**src/rtl/mdu_if.sv**
```systemverilog
// Execute-stage <-> multiply/divide unit port bundle.
//
// Handshake: the execute stage raises start with op/a/b valid for one cycle.
// The unit accepts it only while busy is low and flush is low; once accepted,
// busy stays high until the operation completes or is flushed. Completion is
// a single-cycle done pulse, and hi/lo carry the new result in that same cycle
// and hold it until the next completion.
interface mdu_if #(
    parameter int WIDTH = 32
);
    logic             start;
    logic [1:0]       op;
    logic [WIDTH-1:0] a;
    logic [WIDTH-1:0] b;
    logic             flush;
    logic             busy;
    logic             done;
    logic [WIDTH-1:0] hi;
    logic [WIDTH-1:0] lo;

    modport master (
        output start, op, a, b, flush,
        input  busy, done, hi, lo
    );

    modport slave (
        input  start, op, a, b, flush,
        output busy, done, hi, lo
    );
endinterface

```
**src/rtl/mdu_iter.sv**
```systemverilog
// Iterative MULT/MULTU/DIV/DIVU unit: radix-2 shift-add multiply and
// restoring divide over operand magnitudes, one bit per cycle, with sign
// correction applied on the final iteration as hi/lo are written.
module mdu_iter #(
    parameter int WIDTH = 32
) (
    input  logic       clk,
    input  logic       resetn,
    mdu_if.slave       bus,
    output logic [1:0] state_dbg
);
    localparam int CW = $clog2(WIDTH);
    localparam logic [CW-1:0]    LAST  = CW'(WIDTH - 1);
    localparam logic [WIDTH-1:0] ONE_W = WIDTH'(1);
    localparam logic [2*WIDTH-1:0] ONE_2W = (2*WIDTH)'(1);

    typedef enum logic [1:0] {
        S_IDLE = 2'd0,
        S_RUN  = 2'd1,
        S_DONE = 2'd2
    } state_t;

    state_t             state;
    logic [CW-1:0]      cnt;
    logic               is_div;
    logic               neg_res;   // product / quotient must be negated
    logic               neg_rem;   // remainder takes the dividend's (negative) sign
    logic               b_zero;
    logic [WIDTH-1:0]   orig_a;
    logic [WIDTH-1:0]   mag_b;
    // Working register: upper half is the partial product / partial remainder,
    // lower half starts as |a| and is consumed one bit per cycle. For multiply
    // |a| acts as the multiplier (product is commutative); for divide it is the
    // dividend, and quotient bits shift in from the bottom.
    logic [2*WIDTH-1:0] acc;

    logic               busy_r;
    logic               done_r;
    logic [WIDTH-1:0]   hi_r;
    logic [WIDTH-1:0]   lo_r;

    // Operand capture signals, derived from the request inputs
    logic               start_signed;
    logic               a_neg;
    logic               b_neg;
    logic [WIDTH-1:0]   start_mag_a;
    logic [WIDTH-1:0]   start_mag_b;

    // Iteration datapath
    logic [WIDTH:0]     mul_sum;
    logic [WIDTH:0]     div_trial;
    logic [2*WIDTH-1:0] step_next;
    logic [2*WIDTH-1:0] prod_fix;
    logic [WIDTH-1:0]   quot;
    logic [WIDTH-1:0]   rem;
    logic [WIDTH-1:0]   fin_hi;
    logic [WIDTH-1:0]   fin_lo;

    assign bus.busy  = busy_r;
    assign bus.done  = done_r;
    assign bus.hi    = hi_r;
    assign bus.lo    = lo_r;
    assign state_dbg = state;

    // Magnitudes and sign flags of the incoming request (op[0]=0 means signed)
    always_comb begin
        start_signed = ~bus.op[0];
        a_neg        = start_signed & bus.a[WIDTH-1];
        b_neg        = start_signed & bus.b[WIDTH-1];
        start_mag_a  = a_neg ? (~bus.a + ONE_W) : bus.a;
        start_mag_b  = b_neg ? (~bus.b + ONE_W) : bus.b;
    end

    // One multiply or divide step, plus the sign-corrected final result
    always_comb begin
        mul_sum   = {1'b0, acc[2*WIDTH-1:WIDTH]} + (acc[0] ? {1'b0, mag_b} : '0);
        // Shifted partial remainder minus divisor; the top bit acts as the
        // borrow because the shifted remainder is always below 2*divisor.
        div_trial = {acc[2*WIDTH-1:WIDTH], acc[WIDTH-1]} - {1'b0, mag_b};
        step_next = '0;
        if (is_div) begin
            if (div_trial[WIDTH]) begin
                step_next = {acc[2*WIDTH-2:WIDTH], acc[WIDTH-1], acc[WIDTH-2:0], 1'b0};
            end else begin
                step_next = {div_trial[WIDTH-1:0], acc[WIDTH-2:0], 1'b1};
            end
        end else begin
            step_next = {mul_sum, acc[WIDTH-1:1]};
        end

        prod_fix = neg_res ? (~step_next + ONE_2W) : step_next;
        quot     = step_next[WIDTH-1:0];
        rem      = step_next[2*WIDTH-1:WIDTH];
        fin_hi   = prod_fix[2*WIDTH-1:WIDTH];
        fin_lo   = prod_fix[WIDTH-1:0];
        if (is_div) begin
            if (b_zero) begin
                fin_lo = '1;
                fin_hi = orig_a;
            end else begin
                fin_lo = neg_res ? (~quot + ONE_W) : quot;
                fin_hi = neg_rem ? (~rem + ONE_W) : rem;
            end
        end
    end

    // Control FSM with registered busy/done and result registers
    always_ff @(posedge clk or negedge resetn) begin
        if (!resetn) begin
            state   <= S_IDLE;
            cnt     <= '0;
            is_div  <= 1'b0;
            neg_res <= 1'b0;
            neg_rem <= 1'b0;
            b_zero  <= 1'b0;
            orig_a  <= '0;
            mag_b   <= '0;
            acc     <= '0;
            busy_r  <= 1'b0;
            done_r  <= 1'b0;
            hi_r    <= '0;
            lo_r    <= '0;
        end else begin
            case (state)
                S_IDLE, S_DONE: begin
                    done_r <= 1'b0;
                    if (bus.start && !bus.flush) begin
                        state   <= S_RUN;
                        busy_r  <= 1'b1;
                        cnt     <= '0;
                        is_div  <= bus.op[1];
                        neg_res <= a_neg ^ b_neg;
                        neg_rem <= a_neg;
                        b_zero  <= (bus.b == '0);
                        orig_a  <= bus.a;
                        mag_b   <= start_mag_b;
                        acc     <= {{WIDTH{1'b0}}, start_mag_a};
                    end else begin
                        state  <= S_IDLE;
                        busy_r <= 1'b0;
                    end
                end
                S_RUN: begin
                    if (bus.flush) begin
                        state  <= S_IDLE;
                        busy_r <= 1'b0;
                    end else if (cnt == LAST) begin
                        state  <= S_DONE;
                        busy_r <= 1'b0;
                        done_r <= 1'b1;
                        acc    <= step_next;
                        hi_r   <= fin_hi;
                        lo_r   <= fin_lo;
                    end else begin
                        acc <= step_next;
                        cnt <= cnt + 1'b1;
                    end
                end
                default: begin
                    state  <= S_IDLE;
                    busy_r <= 1'b0;
                    done_r <= 1'b0;
                end
            endcase
        end
    end
endmodule

```
**src/flat_wrapper.sv**
```systemverilog
// flat-port wrapper written by rule: the top's interface ports become plain ports
module mdu_iter_flat 
#(
    parameter int WIDTH = 32
)
  (clk, resetn, state_dbg, bus_start, bus_op, bus_a, bus_b, bus_flush, bus_busy, bus_done, bus_hi, bus_lo);
  mdu_if #(.WIDTH(WIDTH)) bus_i ();
  input  logic clk;
  input  logic resetn;
  output logic [1:0] state_dbg;
  input wire logic [$bits(bus_i.start)-1:0] bus_start;
  input wire logic [$bits(bus_i.op)-1:0] bus_op;
  input wire logic [$bits(bus_i.a)-1:0] bus_a;
  input wire logic [$bits(bus_i.b)-1:0] bus_b;
  input wire logic [$bits(bus_i.flush)-1:0] bus_flush;
  output wire logic [$bits(bus_i.busy)-1:0] bus_busy;
  output wire logic [$bits(bus_i.done)-1:0] bus_done;
  output wire logic [$bits(bus_i.hi)-1:0] bus_hi;
  output wire logic [$bits(bus_i.lo)-1:0] bus_lo;
  assign bus_i.start = bus_start;
  assign bus_i.op = bus_op;
  assign bus_i.a = bus_a;
  assign bus_i.b = bus_b;
  assign bus_i.flush = bus_flush;
  assign bus_busy = bus_i.busy;
  assign bus_done = bus_i.done;
  assign bus_hi = bus_i.hi;
  assign bus_lo = bus_i.lo;
  mdu_iter #(.WIDTH(WIDTH)) u_core (.clk(clk), .resetn(resetn), .bus(bus_i), .state_dbg(state_dbg));
endmodule
```
**config.mk**
```make
export PLATFORM = sky130hd
export DESIGN_NAME = mdu_iter_flat
export DESIGN_NICKNAME = d
export VERILOG_FILES = /design/src/rtl/mdu_if.sv /design/src/rtl/mdu_iter.sv /design/src/flat_wrapper.sv
export SDC_FILE = /design/constraint.sdc
export NUM_CORES = 1
export LEC_CHECK = 0
export ABC_CLOCK_PERIOD_IN_PS = 6400
export CAP_MARGIN = 15
export CORE_ASPECT_RATIO = 0.5
export CORE_MARGIN = 4
export CORE_UTILIZATION = 35
export CTS_CLUSTER_DIAMETER = 30
export DETAILED_ROUTE_END_ITERATION = 12
export GPL_ROUTABILITY_DRIVEN = 1
export SLEW_MARGIN = 20
export SYNTH_ARGS = -nofsm -noshare
export SYNTH_HDL_FRONTEND = slang
export SYNTH_SLANG_ARGS = --single-unit
```
**constraint.sdc**
```tcl
create_clock -name clk -period 6.4 [get_ports clk]
set_input_delay 1.28 -clock clk [delete_from_list [all_inputs] [get_ports clk]]
set_output_delay 1.28 -clock clk [all_outputs]
set_load 0.005 [all_outputs]
```
==> results of run 1 <==
==> registers in the layout, summed over array words and instances, names as in the netlist <==
name              flops
u_core.b_zero         1
u_core.neg_rem        1
u_core.mag_b         32
u_core.cnt            5
u_core.bus.lo        32
u_core.orig_a        32
u_core.bus.hi        32
u_core.bus.done       1
u_core.state_dbg      2
u_core.acc           64
u_core.is_div         1
u_core.neg_res        1
==> metrics by stage <==
step | total power, mW | instances | setup WS [ns]
after floorplan | 4.78 | 2191 | 1.00
after global placement | 6.06 | 2892 | 0.785
after detailed placement | 6.06 | 2892 | 0.667
after CTS | 8.45 | 2969 | 0.643
after global routing | 9.07 | 2969 | 0.273
final | 8.53 | 2969 | 0.619
==> worst paths after layout <==
kind,from,endpoint,depth (start not counted)
worst max-delay path,u_core.acc[31]$_DFFE_PN0P_,u_core.bus.hi[14]$_DFFE_PN0P_,22
worst min-delay path,u_core.orig_a[24]$_DFFE_PN0P_,u_core.orig_a[24]$_DFFE_PN0P_,2
worst max register to register,u_core.acc[31]$_DFFE_PN0P_,u_core.bus.hi[14]$_DFFE_PN0P_,22
worst min register to register,u_core.orig_a[24]$_DFFE_PN0P_,u_core.orig_a[24]$_DFFE_PN0P_,2
max in group asynchronous,resetn,u_core.neg_res$_DFFE_PN0P_,2
min in group asynchronous,resetn,u_core.bus.lo[4]$_DFFE_PN0P_,1
==> cell usage after synthesis, types with 38 or more instances <==
library cell	number	area, um2
dfrtp_1	204	5100
inv_1	72	270
xnor2_1	108	946
nor3_1	38	190
mux2i_1	55	551
o21ai_0	207	1040
and2_1	43	269
xor2_1	71	622
a21oi_1	173	866
clkbuf_1	99	372
nor2_1	176	661
nand2_1	350	1310
ha_1	70	876
==> per-layer routing <==
layer,vias to the layer above,part of all wire,global-route usage
met1,8104,0.49,0.337
li1,8059,-,-
met3,81,0.068,0.0424
met4,0,0.019,0.0525
met2,537,0.42,0.346
met5,-,0,0
==> kinds of logic after synthesis <==
family,Yosys count,synth area share
buf+inv,201,0.0468
flops,204,0.299
simple gates,804,0.218
mux,68,0.0410
compound gates,661,0.247
xor+xnor,181,0.0942
fa+ha+maj,72,0.0536
==> worst max-delay path: cells and delay by family (launching register included) <==
family                     cells  cell delay [ns]
buffers and inverters          2             0.24
xor gates and xnor gates       2             0.37
DFF                            1             0.36
and+or+nand+nor                7             1.90
AOI/OAI and AO/OA              8             1.99
adders and majority gates      3             0.78
==> cell type report <==
class / instances / area [um2] / area share
clock buffers: 55 / 1220 / 0.0591
flip-flops and latches: 204 / 5110 / 0.247
multi-input cells: 1786 / 11200 / 0.542
inverters: 75 / 282 / 0.0136
clock inverters: 22 / 275 / 0.0133
repair buffers: 189 / 1790 / 0.0865
well taps: 638 / 798 / 0.0386
==> power by group through the flow <==
| stage | logic [mW] | clock network, mW | registers, mW |
|---|---|---|---|
| floorplan | 3.13 | 0 | 1.65 |
| global placement | 4.28 | 0 | 1.78 |
| detailed placement | 4.28 | 0 | 1.78 |
| CTS | 4.33 | 2.36 | 1.76 |
| global route | 4.83 | 2.44 | 1.80 |
| finish | 4.41 | 2.34 | 1.77 |
==> results.json, run 1 <==
{
  "initial_utilization": 0.359,
  "seqPwrFrac": 0.208,
  "cts_resized": 0,
  "period_share": 0.903,
  "internal_power_mw": 4.69,
  "n_fill_cell": 4739,
  "antenna_found_initial": 1,
  "crit_type": "register to register",
  "area_delta_synth_final_pct": 21.0,
  "p_leak_nw": 8.85,
  "syn_avg_cell_area_um2": 7.81,
  "drv_cap": 0,
  "hold-worst-slack_ns": 0.466,
  "grtUsageTotal": 0.229,
  "hp-class": "register to register",
  "slowest_stage": "or2_2",
  "outcome": "finished, final reports clean",
  "ios": 138,
  "layout_common_cells": "349 x nand2_1, 207 x o21ai_0, 202 x dfrtp_1, 174 x nor2_1, 173 x a21oi_1",
  "crit_chain": "inv_1 > ha_1 > fa_1 > nand2b_1 > a21o_4 > a22o_4 > o311a_4 > o21a_1 > xnor2_4 > nand2_4 > a21boi_0 > buf_4 > ha_1 > nand2_1 > or3_1 > nor3_1 > nand2_1 > or2_2 > o41ai_1 > xnor2_1 > a22oi_1 > o21ai_0",
  "grt_pass1_wl_um": 95200,
  "yosysSeqAreaShare": 0.299,
  "cp.required_ns": 6.83,
  "p_per_area_nw_per_um2": 412,
  "postPlaceCellArea_um2": 19200,
  "io_buffers": 137,
  "cts_tree": "built",
  "ctsHtreeMaxLevel": 2,
  "syn_area_um2": 17100,
  "worst_slew_pin_slew_ns": 1.01,
  "n_antenna_cell": 0,
  "peakVddDrop_uv": 213,
  "routed_wl_um": 60900,
  "vias_per_cell": 5.65,
  "core_area_um2": 47600,
  "synth_cell_type_count": 96,
  "firstDrtPassIters": 7,
  "place_hpwl_um": 45200,
  "grt_max_degree": 124,
  "ys_dominant_reg_cell": "dfrtp_1",
  "crit_fanout": 17,
  "fin_util": 0.435,
  "final_nets": 2442,
  "grt_overflow_total": 0,
  "synth_edf_count": 0,
  "routabilityCongestion": 0.926,
  "critPathMaxStageDelay_ns": 0.55,
  "comb_power_share": 0.518,
  "fin_area_um2": 20700,
  "num_vias": 16781,
  "rsz0062_at_grt": "false",
  "cp-start-kind": "register",
  "drc": 0,
  "yosysWarnings": 0,
  "async_reset_ff_frac": 1.00,
  "ff2ff_setup_slack_ns": 0.62,
  "final_common_cell": "nand2_1",
  "post-cts-setup-buffers": 0,
  "p_clk_frac": 0.274,
  "root_buffer": "clkbuf_16",
  "worstSkewPairLatency_ns": 0.56,
  "clockBufferDepth": 3,
  "max-slew-margin-rel": 0.327,
  "tns_ns": 0,
  "grt_pass1_vias": 15996,
  "worstSetupEndpointType": "register",
  "slew_violations": 0,
  "power_switching_mw": 3.83,
  "drt_iter0_markers": 1391,
  "drive_above_1_share": 0.0807,
  "switching_share": 0.450,
  "worstPathArrival_ns": 6.21,
  "finalHoldViolCount": 0,
  "std_cell_rows": 56,
  "hold_buffers": 0,
  "wl_per_cell_um": 20.5,
  "synth_fp_nets": 2333,
  "postRouteAntennaNets": 0,
  "die_x_um": 321,
  "ys_seq_elements": 204,
  "synth_cells": 2191,
  "die-area_um2": 52700,
  "period_minus_slack_ns": 5.78,
  "cts.sinks": 204,
  "die_h_um": 164,
  "max_freq_mhz": 173,
  "cts.clk_slew.worst_paths_ns": 0.04,
  "setup_violations": 0,
  "skew_ns": 0.0119,
  "cts_buffers": 44
}
No activity file was read; power rests on OpenSTA's default activity.
==> inputs of run 2 (changes only) <==
--- a/config.mk
+++ b/config.mk
@@ -5,9 +5,9 @@
 export SDC_FILE = /design/constraint.sdc
 export NUM_CORES = 1
 export LEC_CHECK = 0
-export ABC_CLOCK_PERIOD_IN_PS = 6400
+export ABC_CLOCK_PERIOD_IN_PS = 6100
 export CAP_MARGIN = 15
-export CORE_ASPECT_RATIO = 0.5
+export CORE_ASPECT_RATIO = 1.2
 export CORE_MARGIN = 4
 export CORE_UTILIZATION = 35
 export CTS_CLUSTER_DIAMETER = 30
==> constraint.sdc (replaced) <==
create_clock -name clk -period 6.1 [get_ports clk]
set_input_delay 1.22 -clock clk [delete_from_list [all_inputs] [get_ports clk]]
set_output_delay 1.22 -clock clk [all_outputs]
set_load 0.005 [all_outputs]
==> results.json, run 2 (synthesis gave the netlist of run 1 again) <==
{
  "cts.clk_slew.worst_paths_ns": 0.04,
  "n_antenna_cell": 0,
  "cp.required_ns": 6.58,
  "regArea_um2": 5110,
  "p_per_area_nw_per_um2": 450,
  "die-area_um2": 52500,
  "std_cell_rows": 88,
  "skew_ns": 0.0212,
  "ios": 138,
  "crit_fanout": 17,
  "rsz0062_at_grt": "false",
  "grtUsageTotal": 0.230,
  "max-slew-margin-rel": 0.352,
  "firstDrtPassIters": 7,
  "io_buffers": 137,
  "routabilityCongestion": 0.922,
  "drc": 0,
  "antenna_found_initial": 0,
  "peakVddDrop_uv": 244,
  "period_minus_slack_ns": 5.66,
  "worstPathArrival_ns": 6.14,
  "cts_tree": "built",
  "layout_common_cells": "349 x nand2_1, 207 x o21ai_0, 202 x dfrtp_1, 174 x nor2_1, 173 x a21oi_1",
  "die_h_um": 250,
  "ctsHtreeMaxLevel": 2,
  "drt_iter0_markers": 1266,
  "initial_utilization": 0.355,
  "fin_util": 0.440,
  "die_x_um": 210,
  "hold_buffers": 0,
  "finalHoldViolCount": 0,
  "post-cts-setup-buffers": 0,
  "crit_type": "register to register",
  "largest_reg_flops": 64,
  "final_nets": 2458,
  "hp-class": "register to register",
  "routed_wl_um": 61800,
  "postRouteAntennaNets": 0,
  "grt_max_degree": 104,
  "largest_register": "u_core.acc",
  "core_area_um2": 48200,
  "slew_violations": 0,
  "cts.sinks": 204,
  "wl_per_cell_um": 20.6,
  "grt_overflow_total": 0,
  "period_share": 0.929,
  "clockBufferDepth": 3,
  "n_fill_cell": 4843,
  "cts_buffers": 56,
  "root_buffer": "clkbuf_16",
  "drive_above_1_share": 0.0918,
  "final_common_cell": "nand2_1",
  "cp-start-kind": "register",
  "worstSetupEndpointType": "register",
  "vias_per_cell": 5.59,
  "grt_pass1_vias": 16873,
  "num_vias": 16740,
  "outcome": "finished, final reports clean",
  "setup_violations": 0,
  "worstSkewPairLatency_ns": 0.58,
  "place_hpwl_um": 46300,
  "p_leak_nw": 9.12,
  "grt_pass1_wl_um": 97400,
  "drv_cap": 0,
  "area_delta_synth_final_pct": 24.0,
  "multiInputGateArea_um2": 11200,
  "tns_ns": 0,
  "max_freq_mhz": 177,
  "worst_slew_pin_slew_ns": 0.968,
  "cts_resized": 0
}
-- run 2: final timing paths --
check | start | end | slack [ns] | cells past startpoint
worst max-delay path | u_core.acc[31]$_DFFE_PN0P_ | u_core.bus.hi[12]$_DFFE_PN0P_ | 0.44 | 21
worst max register to register | u_core.acc[31]$_DFFE_PN0P_ | u_core.bus.hi[12]$_DFFE_PN0P_ | 0.44 | 21
worst min register to register | u_core.orig_a[21]$_DFFE_PN0P_ | u_core.orig_a[21]$_DFFE_PN0P_ | 0.47 | 2
worst min-delay path | u_core.orig_a[21]$_DFFE_PN0P_ | u_core.orig_a[21]$_DFFE_PN0P_ | 0.47 | 2
max in group asynchronous | resetn | u_core.is_div$_DFFE_PN0P_ | 4.12 | 2
min in group asynchronous | resetn | u_core.mag_b[9]$_DFFE_PN0P_ | 0.73 | 1
-- run 2: worst max-delay path, stage by stage (launching register included) --
cell and delay [ns]:
dfrtp_1 0.34, inv_1 0.07, ha_1 0.23, fa_1 0.42
nand2b_1 0.20, a21o_4 0.25, a22o_4 0.25, o311a_4 0.37
o21a_1 0.26, xnor2_4 0.16, nand2_4 0.16, a21boi_0 0.26
ha_1 0.21, nand2_1 0.11, or3_1 0.46, nor3_1 0.22
nand2_1 0.19, or2_2 0.58, o31ai_1 0.33, xor2_1 0.18
nor2_1 0.06, o31ai_1 0.25
-- run 2: power breakdown --
part           internal, mW  switching, mW  leakage (nW)
clock                  2.15          0.926         0.970
sequential             1.57          0.284          2.67
combinational          1.76           2.85          5.48
-- run 2: stage by stage --
step | instances | power, mW | hold WS, ns | setup WS (ns) | instance area, um2
after global placement | 2888 | 6.32 | 0.456 | 0.512 | 19200
final | 2994 | 9.54 | 0.467 | 0.436 | 21200
after detailed placement | 2888 | 6.37 | 0.457 | 0.509 | 19200
after floorplan | 2191 | 5.01 | 0.437 | 0.702 | 17100
after CTS | 2994 | 9.52 | 0.467 | 0.485 | 21200
after global routing | 2994 | 10.1 | 0.493 | 0.0583 | 21200
-- run 2: cell type report --
type | instances | area share
clock buffer | 72 | 0.0727
clock inverter | 34 | 0.0207
inverter | 75 | 0.0133
timing repair buffer | 193 | 0.0858
tap | 630 | 0.0372
multi-input combinational | 1786 | 0.529
sequential | 204 | 0.241
-- run 2: metal layers --
metal,part of all wire,up-vias,wire length (um),global-route usage
met1,0.45,8039,27600,0.302
li1,-,8100,-,-
met5,0,-,0,0
met2,0.48,485,29500,0.389
met4,0.029,0,1800,0.0703
met3,0.048,116,2990,0.0362
==> inputs of run 3 (changes only) <==
--- a/config.mk
+++ b/config.mk
@@ -5,12 +5,12 @@
 export SDC_FILE = /design/constraint.sdc
 export NUM_CORES = 1
 export LEC_CHECK = 0
-export ABC_CLOCK_PERIOD_IN_PS = 6100
+export ABC_CLOCK_PERIOD_IN_PS = 7300
 export CAP_MARGIN = 15
 export CORE_ASPECT_RATIO = 1.2
 export CORE_MARGIN = 4
 export CORE_UTILIZATION = 35
-export CTS_CLUSTER_DIAMETER = 30
+export CTS_CLUSTER_DIAMETER = 60
 export DETAILED_ROUTE_END_ITERATION = 12
 export GPL_ROUTABILITY_DRIVEN = 1
 export SLEW_MARGIN = 20
==> constraint.sdc (replaced) <==
create_clock -name clk -period 7.3 [get_ports clk]
set_input_delay 1.46 -clock clk [delete_from_list [all_inputs] [get_ports clk]]
set_output_delay 1.46 -clock clk [all_outputs]
set_load 0.005 [all_outputs]
==> results.json, run 3 (synthesis gave the netlist of run 1 again) <==
{
  "outcome": "finished, final reports clean",
  "final_common_cell": "nand2_1",
  "p_clk_frac": 0.214,
  "drt_iter0_markers": 1259,
  "drc": 0,
  "cts_buffers": 30,
  "firstDrtPassIters": 5,
  "std_cell_rows": 88,
  "clockBufferDepth": 3,
  "internal_power_mw": 3.58,
  "skew_ns": 0.0237,
  "largest_register": "u_core.acc",
  "layout_setup_ws_ns": 0.734,
  "cts_tree": "built",
  "rsz0062_at_grt": "false",
  "cp-start-kind": "register",
  "switching_share": 0.481,
  "hold_buffers": 0,
  "n_antenna_cell": 0,
  "drv_cap": 0,
  "pre_cts_ws_ns": 0.906,
  "post-cts-setup-buffers": 0,
  "routed_wl_um": 62000,
  "cp.required_ns": 7.77,
  "n_fill_cell": 4889,
  "final_nets": 2410,
  "place_hpwl_um": 46000,
  "p_leak_nw": 8.53,
  "worstSetupEndpointType": "register",
  "drive_above_1_share": 0.0668,
  "worstPathArrival_ns": 7.03,
  "period_minus_slack_ns": 6.57,
  "ff2ff_path_depth": 21,
  "peakVddDrop_uv": 202,
  "max-slew-margin-rel": 0.197,
  "initial_utilization": 0.355,
  "vias_per_cell": 5.75,
  "ctsHtreeMaxLevel": 1,
  "crit_fanout": 18,
  "fin_util": 0.416,
  "antenna_found_initial": 0,
  "die-area_um2": 52500,
  "p_per_area_nw_per_um2": 344,
  "layout_common_cells": "349 x nand2_1, 207 x o21ai_0, 201 x dfrtp_1, 174 x nor2_1, 173 x a21oi_1",
  "worstSkewPairLatency_ns": 0.59,
  "cts.clk_slew.worst_paths_ns": 0.06,
  "routabilityCongestion": 0.954,
  "comb_power_share": 0.560,
  "postRouteAntennaNets": 0,
  "period_share": 0.900,
  "fin_area_um2": 20000,
  "io_buffers": 137,
  "finalPower_mw": 6.89,
  "postPlaceCellArea_um2": 19000,
  "cts_resized": 0,
  "die_x_um": 210,
  "worst_slew_pin_slew_ns": 1.20,
  "seqPwrFrac": 0.226,
  "grtUsageTotal": 0.228,
  "largest_reg_flops": 64,
  "num_vias": 16816,
  "hp-class": "register to register",
  "finalHoldViolCount": 0,
  "crit_type": "register to register",
  "grt_max_degree": 77,
  "tns_ns": 0,
  "die_h_um": 250,
  "wl_per_cell_um": 21.2,
  "power_switching_mw": 3.32,
  "grt_pass1_wl_um": 97000,
  "min_path_cells": 2,
  "grt_overflow_total": 0,
  "slew_violations": 0,
  "grt_pass1_vias": 16609,
  "ios": 138,
  "max_freq_mhz": 152,
  "area_delta_synth_final_pct": 17.2,
  "cts.sinks": 204,
  "core_area_um2": 48200,
  "setup_violations": 0,
  "root_buffer": "clkbuf_16"
}
run 3: changes by cell type in the layout (fill, tap and decap cells not counted), moves of 3 or more:
cell	delta
inv_8	+4
buf_4	-21
bufinv_16	-8
clkinv_4	-3
clkbuf_1	-8
clkinv_2	-5
clkbuf_16	-26
run 3: through the flow:
| stage | cells | hold slack [ns] |
|---|---|---|
| 5_1_grt | 2922 | 0.495 |
| 3_3_place_gp | 2866 | 0.453 |
| 2_1_floorplan | 2191 | 0.437 |
| 3_5_place_dp | 2866 | 0.460 |
| 4_1_cts | 2922 | 0.475 |
| 6_report | 2922 | 0.474 |
run 3: layout make-up:
| class | instances | area [um2] | share of cell area |
|---|---|---|---|
| Inverter | 75 | 282 | 0.0140 |
| Clock buffer | 36 | 835 | 0.0416 |
| Clock inverter | 20 | 175 | 0.00874 |
| Tap cell | 630 | 788 | 0.0393 |
| Timing Repair Buffer | 171 | 1630 | 0.0815 |
| Multi-Input combinational cell | 1786 | 11200 | 0.560 |
| Sequential cell | 204 | 5110 | 0.255 |
run 3: worst paths after layout:
kind | from | to | slack, ns
min in group asynchronous | resetn | u_core.mag_b[6]$_DFFE_PN0P_ | 0.89
max | u_core.acc[31]$_DFFE_PN0P_ | u_core.bus.hi[8]$_DFFE_PN0P_ | 0.73
max reg2reg | u_core.acc[31]$_DFFE_PN0P_ | u_core.bus.hi[8]$_DFFE_PN0P_ | 0.73
min reg2reg | u_core.orig_a[28]$_DFFE_PN0P_ | u_core.orig_a[28]$_DFFE_PN0P_ | 0.47
min | u_core.orig_a[28]$_DFFE_PN0P_ | u_core.orig_a[28]$_DFFE_PN0P_ | 0.47
max in group asynchronous | resetn | u_core.neg_res$_DFFE_PN0P_ | 5.00
run 3: layer usage:
| metal | part of all wire | wire length [um] | GRT usage | vias to the layer above |
|---|---|---|---|---|
| li1 | - | - | - | 7991 |
| met2 | 0.47 | 29100 | 0.380 | 618 |
| met1 | 0.44 | 27200 | 0.311 | 8098 |
| met3 | 0.059 | 3670 | 0.0258 | 109 |
| met5 | 0 | 0 | 0 | - |
| met4 | 0.033 | 2020 | 0.0740 | 0 |
run 3: critical path, cell delays in order, from the launching register on:
cell and delay (ns):
dfrtp_1 0.35, inv_1 0.08, ha_1 0.23, fa_1 0.44
nand2b_1 0.22, a21o_4 0.25, a22o_4 0.25, o311a_4 0.37
o21a_1 0.57, xnor2_4 0.37, nand2_4 0.21, a21boi_0 0.39
ha_1 0.25, nand2_1 0.11, or3_1 0.46, nor3_1 0.28
nand2_1 0.23, or2_2 0.58, o21ai_0 0.28, xor2_1 0.18
nor3_1 0.06, a221o_1 0.28
run 3: power by group through the flow:
stage / clock network (mW) / registers (mW) / logic (mW)
after floorplan: 0 / 1.45 / 2.74
after global placement: 0 / 1.56 / 3.74
after detailed placement: 0 / 1.57 / 3.76
after CTS: 1.51 / 1.55 / 3.79
after global routing: 1.57 / 1.58 / 4.19
final: 1.48 / 1.56 / 3.86
